## config.mk

```make
export PLATFORM = sky130hd
export DESIGN_NAME = fp_addsub
export DESIGN_NICKNAME = d
export VERILOG_FILES = /design/src/rtl/fp_addsub.sv
export SDC_FILE = /design/constraint.sdc
export NUM_CORES = 1
export LEC_CHECK = 0
export ABC_AREA = 0
export BUFFER_PORTS_ARGS = -buffer_cell sky130_fd_sc_hd__buf_2
export CAP_MARGIN = 20
export CORE_UTILIZATION = 55
export CTS_CLUSTER_SIZE = 14
export DETAILED_ROUTE_END_ITERATION = 8
export PLACE_DENSITY_LB_ADDON = 0.25
export SLEW_MARGIN = 20
export SYNTH_ARGS = -nofsm -noshare
export SYNTH_HDL_FRONTEND = slang
export SYNTH_SLANG_ARGS = --single-unit
export TNS_END_PERCENT = 5
```

## constraint.sdc

```tcl
create_clock -name clk -period 60.8 [get_ports clk]
set_clock_uncertainty 0.15 [all_clocks]
set_input_delay 18.24 -clock clk [delete_from_list [all_inputs] [get_ports clk]]
set_output_delay 18.24 -clock clk [all_outputs]
set_load 0.02 [all_outputs]
```

## src/rtl/fp_addsub.sv

```systemverilog
// fp_addsub: multi-cycle IEEE-754-style adder/subtractor with subnormal support,
// round-to-nearest-even and {invalid, overflow, inexact} flags behind strobe/ack ports.
module fp_addsub #(
    parameter int EXP_W = 8,
    parameter int MAN_W = 23
) (
    input  logic                   clk,
    input  logic                   rst,
    input  logic [EXP_W+MAN_W:0]   input_a,
    input  logic                   input_a_stb,
    output logic                   input_a_ack,
    input  logic [EXP_W+MAN_W:0]   input_b,
    input  logic                   op_sub,
    input  logic                   input_b_stb,
    output logic                   input_b_ack,
    output logic [EXP_W+MAN_W:0]   output_z,
    output logic [2:0]             output_flags,
    output logic                   output_z_stb,
    input  logic                   output_z_ack,
    output logic                   idle
);
    localparam int W  = 1 + EXP_W + MAN_W;
    // Working significand: hidden bit, fraction, then guard/round/sticky.
    localparam int X  = MAN_W + 4;
    // Biased exponent with headroom for carry and rounding increments.
    localparam int EW = EXP_W + 2;
    localparam logic [EW-1:0] EXP_ONE  = EW'(1);
    localparam logic [EW-1:0] EXP_ALL1 = EW'((1 << EXP_W) - 1);
    localparam logic [W-1:0]  QNAN     = {1'b0, {EXP_W{1'b1}}, 1'b1, {(MAN_W-1){1'b0}}};

    typedef enum logic [3:0] {
        GET_A   = 4'd0,
        GET_B   = 4'd1,
        UNPACK  = 4'd2,
        SPECIAL = 4'd3,
        ALIGN   = 4'd4,
        ADD     = 4'd5,
        NORM    = 4'd6,
        ROUND   = 4'd7,
        PACK    = 4'd8,
        PUT_Z   = 4'd9
    } state_t;

    state_t state_r, state_next_s;

    logic           input_a_ack_r, input_b_ack_r, output_z_stb_r, idle_r;
    logic [W-1:0]   z_r;
    logic [2:0]     flags_r;
    logic [W-1:0]   a_r, b_r;
    logic           op_sub_r;
    logic           a_sign_r, b_sign_r, sign_r, inexact_r;
    logic [EW-1:0]  a_exp_r, b_exp_r, exp_r;
    logic [MAN_W:0] a_man_r, b_man_r, rnd_man_r;
    logic [X-1:0]   al_a_r, al_b_r, norm_man_r;
    logic [X:0]     sum_r;

    logic [EXP_W-1:0] a_ef_s, b_ef_s;
    logic [EW-1:0]    a_exp_s, b_exp_s, al_exp_s, norm_exp_s, rnd_exp_s;
    logic [MAN_W:0]   a_man_s, b_man_s, rnd_man_s;
    logic             a_nan_s, b_nan_s, a_inf_s, b_inf_s, a_zero_s, b_zero_s;
    logic             spec_hit_s;
    logic [W-1:0]     spec_z_s, pack_z_s;
    logic [2:0]       spec_flags_s, pack_flags_s;
    logic [X-1:0]     al_a_s, al_b_s, norm_man_s;
    logic [X:0]       sum_s;
    logic             sum_sign_s, round_up_s, inexact_s;
    logic [31:0]      lz_s, lim_s, sh_s;
    logic [MAN_W+1:0] rnd_s;

    // Right shift that folds every discarded bit into the sticky LSB.
    function automatic logic [X-1:0] shr_sticky(input logic [X-1:0] v, input logic [EW-1:0] d);
        logic [31:0]  ds;
        logic [X-1:0] sh;
        logic [X-1:0] lost;
        ds   = (32'(d) > 32'(MAN_W + 3)) ? 32'(MAN_W + 3) : 32'(d);
        sh   = v >> ds;
        lost = v & ~({X{1'b1}} << ds);
        return {sh[X-1:1], sh[0] | (|lost)};
    endfunction

    // Count of leading zeros from the MSB of the working significand.
    function automatic logic [31:0] lzc(input logic [X-1:0] v);
        logic [31:0] n;
        logic        found;
        n     = 32'd0;
        found = 1'b0;
        for (int i = X - 1; i >= 0; i--) begin
            if (!found && !v[i]) n = n + 32'd1;
            else                 found = 1'b1;
        end
        return n;
    endfunction

    // Next-state logic for the operation sequencer.
    always_comb begin
        state_next_s = state_r;
        case (state_r)
            GET_A:   if (input_a_stb && input_a_ack_r) state_next_s = GET_B;  else state_next_s = GET_A;
            GET_B:   if (input_b_stb && input_b_ack_r) state_next_s = UNPACK; else state_next_s = GET_B;
            UNPACK:  state_next_s = SPECIAL;
            SPECIAL: if (spec_hit_s) state_next_s = PUT_Z; else state_next_s = ALIGN;
            ALIGN:   state_next_s = ADD;
            ADD:     state_next_s = NORM;
            NORM:    state_next_s = ROUND;
            ROUND:   state_next_s = PACK;
            PACK:    state_next_s = PUT_Z;
            PUT_Z:   if (output_z_ack) state_next_s = GET_A; else state_next_s = PUT_Z;
            default: state_next_s = GET_A;
        endcase
    end

    // State register and handshake outputs registered from the next state.
    always_ff @(posedge clk) begin
        if (!rst) begin
            state_r        <= GET_A;
            input_a_ack_r  <= 1'b0;
            input_b_ack_r  <= 1'b0;
            output_z_stb_r <= 1'b0;
            idle_r         <= 1'b0;
        end else begin
            state_r        <= state_next_s;
            input_a_ack_r  <= (state_next_s == GET_A);
            input_b_ack_r  <= (state_next_s == GET_B);
            output_z_stb_r <= (state_next_s == PUT_Z);
            idle_r         <= (state_next_s == GET_A);
        end
    end

    // Field extraction; a zero exponent field is a subnormal at biased exponent 1.
    always_comb begin
        a_ef_s = a_r[W-2:MAN_W];
        b_ef_s = b_r[W-2:MAN_W];
        if (a_ef_s == {EXP_W{1'b0}}) begin
            a_exp_s = EXP_ONE;
            a_man_s = {1'b0, a_r[MAN_W-1:0]};
        end else begin
            a_exp_s = {2'b00, a_ef_s};
            a_man_s = {1'b1, a_r[MAN_W-1:0]};
        end
        if (b_ef_s == {EXP_W{1'b0}}) begin
            b_exp_s = EXP_ONE;
            b_man_s = {1'b0, b_r[MAN_W-1:0]};
        end else begin
            b_exp_s = {2'b00, b_ef_s};
            b_man_s = {1'b1, b_r[MAN_W-1:0]};
        end
    end

    // Special-operand classification and the short-circuit result.
    always_comb begin
        a_nan_s      = (&a_r[W-2:MAN_W]) && (|a_r[MAN_W-1:0]);
        b_nan_s      = (&b_r[W-2:MAN_W]) && (|b_r[MAN_W-1:0]);
        a_inf_s      = (&a_r[W-2:MAN_W]) && !(|a_r[MAN_W-1:0]);
        b_inf_s      = (&b_r[W-2:MAN_W]) && !(|b_r[MAN_W-1:0]);
        a_zero_s     = (a_r[W-2:0] == {(W-1){1'b0}});
        b_zero_s     = (b_r[W-2:0] == {(W-1){1'b0}});
        spec_hit_s   = 1'b0;
        spec_z_s     = {W{1'b0}};
        spec_flags_s = 3'b000;
        if (a_nan_s || b_nan_s) begin
            spec_hit_s   = 1'b1;
            spec_z_s     = QNAN;
            // Only a signalling NaN input raises invalid.
            spec_flags_s = {(a_nan_s && !a_r[MAN_W-1]) || (b_nan_s && !b_r[MAN_W-1]), 2'b00};
        end else if (a_inf_s && b_inf_s && (a_sign_r != b_sign_r)) begin
            spec_hit_s   = 1'b1;
            spec_z_s     = QNAN;
            spec_flags_s = 3'b100;
        end else if (a_inf_s) begin
            spec_hit_s = 1'b1;
            spec_z_s   = {a_sign_r, {EXP_W{1'b1}}, {MAN_W{1'b0}}};
        end else if (b_inf_s) begin
            spec_hit_s = 1'b1;
            spec_z_s   = {b_sign_r, {EXP_W{1'b1}}, {MAN_W{1'b0}}};
        end else if (a_zero_s && b_zero_s) begin
            spec_hit_s = 1'b1;
            spec_z_s   = {a_sign_r & b_sign_r, {(W-1){1'b0}}};
        end else begin
            spec_hit_s = 1'b0;
        end
    end

    // Alignment of the smaller-exponent operand to the larger exponent.
    always_comb begin
        if (a_exp_r >= b_exp_r) begin
            al_exp_s = a_exp_r;
            al_a_s   = {a_man_r, 3'b000};
            al_b_s   = shr_sticky({b_man_r, 3'b000}, a_exp_r - b_exp_r);
        end else begin
            al_exp_s = b_exp_r;
            al_a_s   = shr_sticky({a_man_r, 3'b000}, b_exp_r - a_exp_r);
            al_b_s   = {b_man_r, 3'b000};
        end
    end

    // Magnitude add or subtract; a difference takes the larger operand's sign.
    always_comb begin
        if (a_sign_r == b_sign_r) begin
            sum_s      = {1'b0, al_a_r} + {1'b0, al_b_r};
            sum_sign_s = a_sign_r;
        end else if (al_a_r >= al_b_r) begin
            sum_s      = {1'b0, al_a_r} - {1'b0, al_b_r};
            sum_sign_s = a_sign_r;
        end else begin
            sum_s      = {1'b0, al_b_r} - {1'b0, al_a_r};
            sum_sign_s = b_sign_r;
        end
    end

    // Normalisation: carry shifts right, otherwise left by the clamped zero count.
    always_comb begin
        lz_s  = lzc(sum_r[X-1:0]);
        lim_s = 32'(exp_r) - 32'd1;
        sh_s  = (lz_s < lim_s) ? lz_s : lim_s;
        if (sum_r[X]) begin
            norm_man_s = {sum_r[X:2], sum_r[1] | sum_r[0]};
            norm_exp_s = exp_r + EXP_ONE;
        end else begin
            norm_man_s = sum_r[X-1:0] << sh_s;
            norm_exp_s = exp_r - EW'(sh_s);
        end
    end

    // Round to nearest, ties to even, on guard/round/sticky.
    always_comb begin
        inexact_s  = norm_man_r[2] | norm_man_r[1] | norm_man_r[0];
        round_up_s = norm_man_r[2] & (norm_man_r[1] | norm_man_r[0] | norm_man_r[3]);
        rnd_s      = {1'b0, norm_man_r[X-1:3]} + {{(MAN_W+1){1'b0}}, round_up_s};
        if (rnd_s[MAN_W+1]) begin
            rnd_man_s = rnd_s[MAN_W+1:1];
            rnd_exp_s = exp_r + EXP_ONE;
        end else begin
            rnd_man_s = rnd_s[MAN_W:0];
            rnd_exp_s = exp_r;
        end
    end

    // Final packing, including exact-cancellation zero and overflow to infinity.
    always_comb begin
        pack_z_s     = {W{1'b0}};
        pack_flags_s = 3'b000;
        if (rnd_man_r == {(MAN_W+1){1'b0}}) begin
            pack_z_s     = {W{1'b0}};
            pack_flags_s = {2'b00, inexact_r};
        end else if (exp_r >= EXP_ALL1) begin
            pack_z_s     = {sign_r, {EXP_W{1'b1}}, {MAN_W{1'b0}}};
            pack_flags_s = 3'b011;
        end else if (rnd_man_r[MAN_W]) begin
            pack_z_s     = {sign_r, exp_r[EXP_W-1:0], rnd_man_r[MAN_W-1:0]};
            pack_flags_s = {2'b00, inexact_r};
        end else begin
            pack_z_s     = {sign_r, {EXP_W{1'b0}}, rnd_man_r[MAN_W-1:0]};
            pack_flags_s = {2'b00, inexact_r};
        end
    end

    // Datapath registers, each stage loading only in its own state.
    always_ff @(posedge clk) begin
        if (!rst) begin
            z_r        <= {W{1'b0}};
            flags_r    <= 3'b000;
            a_r        <= {W{1'b0}};
            b_r        <= {W{1'b0}};
            op_sub_r   <= 1'b0;
            a_sign_r   <= 1'b0;
            b_sign_r   <= 1'b0;
            sign_r     <= 1'b0;
            inexact_r  <= 1'b0;
            a_exp_r    <= {EW{1'b0}};
            b_exp_r    <= {EW{1'b0}};
            exp_r      <= {EW{1'b0}};
            a_man_r    <= {(MAN_W+1){1'b0}};
            b_man_r    <= {(MAN_W+1){1'b0}};
            rnd_man_r  <= {(MAN_W+1){1'b0}};
            al_a_r     <= {X{1'b0}};
            al_b_r     <= {X{1'b0}};
            norm_man_r <= {X{1'b0}};
            sum_r      <= {(X+1){1'b0}};
        end else begin
            case (state_r)
                GET_A: if (input_a_stb && input_a_ack_r) a_r <= input_a;
                GET_B: if (input_b_stb && input_b_ack_r) begin
                    b_r      <= input_b;
                    op_sub_r <= op_sub;
                end
                UNPACK: begin
                    a_sign_r <= a_r[W-1];
                    b_sign_r <= b_r[W-1] ^ op_sub_r;
                    a_exp_r  <= a_exp_s;
                    b_exp_r  <= b_exp_s;
                    a_man_r  <= a_man_s;
                    b_man_r  <= b_man_s;
                end
                SPECIAL: if (spec_hit_s) begin
                    z_r     <= spec_z_s;
                    flags_r <= spec_flags_s;
                end
                ALIGN: begin
                    al_a_r <= al_a_s;
                    al_b_r <= al_b_s;
                    exp_r  <= al_exp_s;
                end
                ADD: begin
                    sum_r  <= sum_s;
                    sign_r <= sum_sign_s;
                end
                NORM: begin
                    norm_man_r <= norm_man_s;
                    exp_r      <= norm_exp_s;
                end
                ROUND: begin
                    rnd_man_r <= rnd_man_s;
                    exp_r     <= rnd_exp_s;
                    inexact_r <= inexact_s;
                end
                PACK: begin
                    z_r     <= pack_z_s;
                    flags_r <= pack_flags_s;
                end
                default: begin
                    z_r <= z_r;
                end
            endcase
        end
    end

    assign input_a_ack  = input_a_ack_r;
    assign input_b_ack  = input_b_ack_r;
    assign output_z_stb = output_z_stb_r;
    assign output_z     = z_r;
    assign output_flags = flags_r;
    assign idle         = idle_r;

endmodule

```

======== After elaboration in Yosys (flattened, before gate mapping) ========
Cells that the tools add are included.
cells by class
  order comparisons ....................... 6
  reduce and logical (&&, ||, !) cells .... 114
  shifts and indexed selects .............. 5
  $add $sub $neg .......................... 35
  equality and inequality tests ........... 15
  muxes and demuxes ....................... 98
  bitwise logic cells ..................... 14
operators by type and width
  operator                                                              number
  32-bit 2-to-1 mux                                                     34
  32-bit by 1-bit adder with 32-bit output, second input constant       26
  27-bit 2-to-1 mux                                                     3
  24-bit 2-to-1 mux                                                     3
  32-bit case mux with 2 select lines                                   1
  31-bit zero test                                                      2
  31-bit 2-to-1 mux                                                     2
  1-bit zero test                                                       56
  28-bit 2-to-1 mux                                                     2
  27-bit by 27-bit subtractor with 28-bit output                        2
  27-bit AND                                                            2
  27-bit NOT                                                            2
  27-bit OR reduction                                                   2
  27-bit by 10-bit << shifter with 27-bit output, first input constant  2
  27-bit by 10-bit right shift with 27-bit output                       2
  10-bit 2-to-1 mux                                                     5
  23-bit OR reduction                                                   2
  4-bit case mux with 10 select lines                                   1
  1-bit logical AND                                                     37
  1-bit 2-to-1 mux                                                      35
  32-bit less-than comparator                                           1
  27-bit by 32-bit << shifter with 27-bit output                        1
  10-bit case mux with 3 select lines                                   1
  10-bit subtractor                                                     3
  31 further kinds                                                      60
storage, ports and cells
  output and inout bits ................... 39
  logic and storage cells ................. 310
  flip-flop bits (word level) ............. 322

======== Logic depth before layout (Yosys ltp) ========
  depth in word-level cells ............... 83
  mapped depth ............................ 105
  depth with buffers taken out ............ 103

======== Least setup slack after synthesis ========
OpenSTA, ideal clock, no wires.
  kind .................................... reg2reg
  start point ............................. register sum_r[23]
  end point ............................... register exp_r[8]
  clock period less this slack ............ 20.457 ns
  arrival time ............................ 20.180 ns
  stages on the path, launching flop included .. 105
  library setup time ...................... 0.128 ns
  required time ........................... 60.522 ns
  setup slack ............................. 40.343 ns
  buffers on the path ..................... 4
  cell sequence ........................... dfxtp_1 > buf_6 > or4_4 > buf_6 > and2_1 > ha_1 > a21o_1 > ha_1 > inv_1 > o21ai_0 > a21o_1 > ha_1 > mux2i_1 > o21ai_0 > a21o_1 > ha_1 > nor2_1 > nor2_1 > (+69 left out) > o211ai_1 > o21ai_1 > clkbuf_1 > mux2i_1 > clkbuf_1 > ha_1 > inv_1 > fa_1 > maj3_1 > maj3_1 > a21o_1 > a21o_1 > a21oi_1 > o221ai_1 > a21o_1 > xor2_1 > a21oi_1 > nor2_1
on the way
  word-level cells in the longest chain between the ends .. 77
  elaborated cells between the ends (all ways) .. 123
  those cells by class .................... add/sub (24); order compare (1); mux (50); reduce/logical (48)
RTL lines
  element                                                                                            line  source
  start: declaration                                                                                 55    logic [X:0] sum_r;
  start signal: assignment                                                                           278   sum_r <= {(X+1){1'b0}};
  start signal: assignment                                                                           304   sum_r <= sum_s;
  1-bit zero test *                                                                                  88    if (!found && !v[i]) n = n + 32'd1;
  1-bit logical AND *                                                                                88
  parallel branches: the longest is 69 deep, another holds 32-bit by 1-bit adder with 32-bit output  --
  32-bit 2-to-1 mux *                                                                                88
  32-bit less-than comparator                                                                        214   sh_s = (lz_s < lim_s) ? lz_s : lim_s;
  32-bit 2-to-1 mux *                                                                                214
  10-bit subtractor *                                                                                220   norm_exp_s = exp_r - EW'(sh_s);
  10-bit 2-to-1 mux *                                                                                215   if (sum_r[X]) begin
  10-bit case mux with 3 select lines *                                                              280   case (state_r)
  end signal: assignment                                                                             271   exp_r <= {EW{1'b0}};
  end signal: assignment                                                                             301   exp_r <= al_exp_s;
  end signal: assignment                                                                             309   exp_r <= norm_exp_s;
  end: declaration                                                                                   52    logic [EW-1:0] a_exp_r, b_exp_r, exp_r;
Every way passes the cells marked *.
A chain may end at the register's enable or synchronous reset.

======== Worst setup path in the final report ========
  start point ............................. register sum_r[25]
  end point ............................... register exp_r[7]
on the way
  word-level cells in the longest chain between the ends .. 83
  elaborated cells between the ends (all ways) .. 133
  those cells by class .................... add/sub (26); order compare (1); mux (54); reduce/logical (52)
RTL lines
  element                                                                                            line
  1-bit zero test *                                                                                  88
  1-bit logical AND *                                                                                88
  parallel branches: the longest is 75 deep, another holds 32-bit by 1-bit adder with 32-bit output  --
  32-bit 2-to-1 mux *                                                                                88
  32-bit less-than comparator                                                                        214
  32-bit 2-to-1 mux *                                                                                214
  10-bit subtractor *                                                                                220
  10-bit 2-to-1 mux *                                                                                215
  10-bit case mux with 3 select lines *                                                              280
Marked as above.

==> flow_summary.yaml <==
outcome:
  outcome: "finished clean"
logic_synthesis:
  synth_area_leaders: "dfxtp_1, nand2_1, a21oi_1"
  yosysTopAreaCell: "dfxtp_1"
  synthCells: 3664
  syn_area_um2: 26600
  synth_edf_count: 0
  syn_area_per_cell_um2: 7.25
  synth_top_area_share_pct: 24.0
  ys_async_sr_fraction_pct: 0
  synthFlopType: "dfxtp_1"
  post-synth-top-count-cell: "nand2_1"
  ys_warn_count: 0
  ys_types: 91
  ys_seq_area_share_pct: 24.0
  synthTopCellsByCount: "nand2_1, a21oi_1, dfxtp_1"
  synth-seq-cells: 318
place:
  placedCellCount: 4196
  port_buffers: 108
  dp_hpwl_um: 58400
  post_dp_cell_area_um2: 27300
  gp_congestion: 0.996
clock_tree:
  cts_root_buffer: "clkbuf_16"
  clockBufferDepth: 3
  cts_setup_buffers: 0
  cts_hold_buffers: 0
  cts.repair.resized: 0
  clock-sinks: 318
  clock_latency_ns: 0.54
  cts_buffers: 34
  cts_max_level: 2
  cts_tree: "done"
  path_clk_slew_ns: 0.06
layout:
  fin_util_pct: 59.7
  nets: 3850
  layoutNonFillerInstCount: 4259
  regArea_um2: 6370
  drive_above_1_share_pct: 8.56
  fin_area_um2: 28500
  area_growth_pct: 7.30
  multi_input_area_um2: 18800
  fillCellCount: 4464
setup_path:
  critPathKind: "flop to flop"
  max_stage_delay_ns: 0.62
  endpoint_kind: "flop"
  r2r_slack_ns: 38.78
  crit_top_cell: "ha_1"
  r2r-end: "exp_r[7]$_SDFFE_PN0P_"
  crit_required_ns: 61.08
  cp_slowest_cell: "a2111oi_0"
  critPathMaxFanout: 33
  worstSetupStartpointType: "flop"
  reg2regPathDepth: 104
  rr_startpoint: "sum_r[25]$_SDFFE_PN0P_"
  crit_arrival_ns: 22.30
drt:
  avgRoutedWirePerCell_um: 18.4
  drt_iter0_drc: 2508
  viasPerCell: 6.14
  drt-pass1-iter-count: 7
  ant_nets: 0
  vias: 26200
  wl_um: 78200
  drc: 0
global_route:
  grt_use_total_pct: 30.7
  grt_max_degree: 196
  grt-ovfl-total: 0
  grt_pass1_wl_um: 126000
  antenna_found_initial: 1
  grt_pass1_vias: 23700
sta:
  hold-worst-slack_ns: 0.306
  final_hold_viol_count: 0
  worst_slew_pin_slew_ns: 1.12
  min_period_ns: 22.02
  fin_setup_tns_ns: 0
  setup_viol: 0
  rsz0062_at_grt: "no"
  max_freq_mhz: 45.4
  timing.final.crit_share_pct: 36.2
  max_slew_margin_pct: 25.6
  slew_violations: 0
power_and_ir_drop:
  leakage_nw: 11.9
  vdd.ir_drop.worst_uv: 21.4
  pwr_density_cell_nw_per_um2: 19.9
worst_hold_path:
  holdPathEnd: "a_sign_r$_SDFFE_PN0P_"
  whs_path_depth: 2
  hold_class: "flop to flop"
  min_from: "a_r[31]$_SDFFE_PN0P_"
die:
  die_area_um2: 49200
  ioPinCount: 109
  fp.dieW_um: 222
  core_area_um2: 47700
  die_h_um: 222
  rows: 80
  initial_utilization_pct: 55.7
job:
  max_cap_viol_count: 0
==> cell usage in the layout, fill, tap and decap left out, types with 33 or more instances in the layout <==
cell type | Yosys | routed
nor4_1 | 37 | 36
a211oi_1 | 62 | 62
xor2_1 | 41 | 41
o21bai_1 | 53 | 53
o211ai_1 | 37 | 37
nand4_1 | 37 | 37
ha_1 | 156 | 156
nand2_1 | 631 | 629
a21o_1 | 59 | 59
inv_1 | 145 | 145
a31oi_1 | 33 | 33
clkbuf_16 | 0 | 37
o21ai_0 | 146 | 145
xnor2_1 | 92 | 92
nor2_1 | 270 | 267
dfxtp_1 | 318 | 318
a21oi_1 | 451 | 449
nand3_1 | 106 | 106
buf_4 | 7 | 41
mux2i_1 | 216 | 214
nor3_1 | 74 | 72
buf_2 | 8 | 108
==> state kept, by name, summed over array words and instances (netlist names), 3 cells and up <==
signal / count
a_exp_r: 8
a_man_r: 24
a_r: 32
al_a_r: 27
al_b_r: 27
b_exp_r: 8
b_man_r: 24
b_r: 32
exp_r: 10
norm_man_r: 27
output_flags: 3
output_z: 32
rnd_man_r: 24
state_r: 4
sum_r: 28
==> kinds of logic after synthesis <==
kind of cell	share of synthesized area, %
buf+inv	5.83
compound gates	24.6
mux	9.45
xor+xnor	5.55
other cells	0.0141
fa+ha+maj	8.02
flops	24.0
simple gates	22.6
==> stage by stage <==
| stage | power, mW | setup slack (ns) |
|---|---|---|
| floorplan | 0.329 | 40.34 |
| global placement | 0.356 | 39.62 |
| detailed placement | 0.356 | 39.02 |
| CTS | 0.565 | 38.94 |
| global route | 0.592 | 36.86 |
| finish | 0.568 | 38.78 |
==> layout make-up <==
cell class,instances,share of cell area [%]
antenna,1,0.00877
clock buffer,50,3.73
clock inverter,11,0.263
inverter,147,1.96
multi-input combinational,2967,65.9
sequential,318,22.3
tap,615,2.70
timing repair buffer,150,3.07
==> layer usage <==
layer | GRT usage, % | vias to the layer above | part of all wire [%]
met5 | 0 | - | 0
met4 | 10.6 | 0 | 3.1
met3 | 2.77 | 157 | 6.0
met2 | 49.8 | 967 | 45
met1 | 42.5 | 12100 | 45
li1 | - | 12900 | -
==> report_power, final <==
group | switching, mW | internal [mW] | total, mW
clock | 0.0880 | 0.122 | 0.210
sequential | 0.00255 | 0.211 | 0.213
combinational | 0.0918 | 0.0526 | 0.144
==> worst max-delay path, delay by kind of cell (launching register included) <==
kind / cells / cell delay (ns)
AOI/OAI and AO/OA: 35 / 6.07
xor gates and xnor gates: 2 / 0.49
adders and majority gates: 28 / 8.66
buffers and inverters: 7 / 1.24
DFF: 1 / 0.48
muxes: 12 / 2.28
and+or+nand+nor: 20 / 2.49
==> how the worst max path moves through the flow <==
stage / startpoint / end / cells after the start
after floorplan: sum_r[23]$_SDFFE_PN0P_ / exp_r[8]$_SDFFE_PN0P_ / 104
after global placement: sum_r[25]$_SDFFE_PN0P_ / exp_r[7]$_SDFFE_PN0P_ / 104
after detailed placement: sum_r[25]$_SDFFE_PN0P_ / exp_r[7]$_SDFFE_PN0P_ / 104
after CTS: sum_r[25]$_SDFFE_PN0P_ / exp_r[7]$_SDFFE_PN0P_ / 104
after global routing: sum_r[25]$_SDFFE_PN0P_ / exp_r[7]$_SDFFE_PN0P_ / 104
final: sum_r[25]$_SDFFE_PN0P_ / exp_r[7]$_SDFFE_PN0P_ / 104
Power figures use the tool's default switching activity.
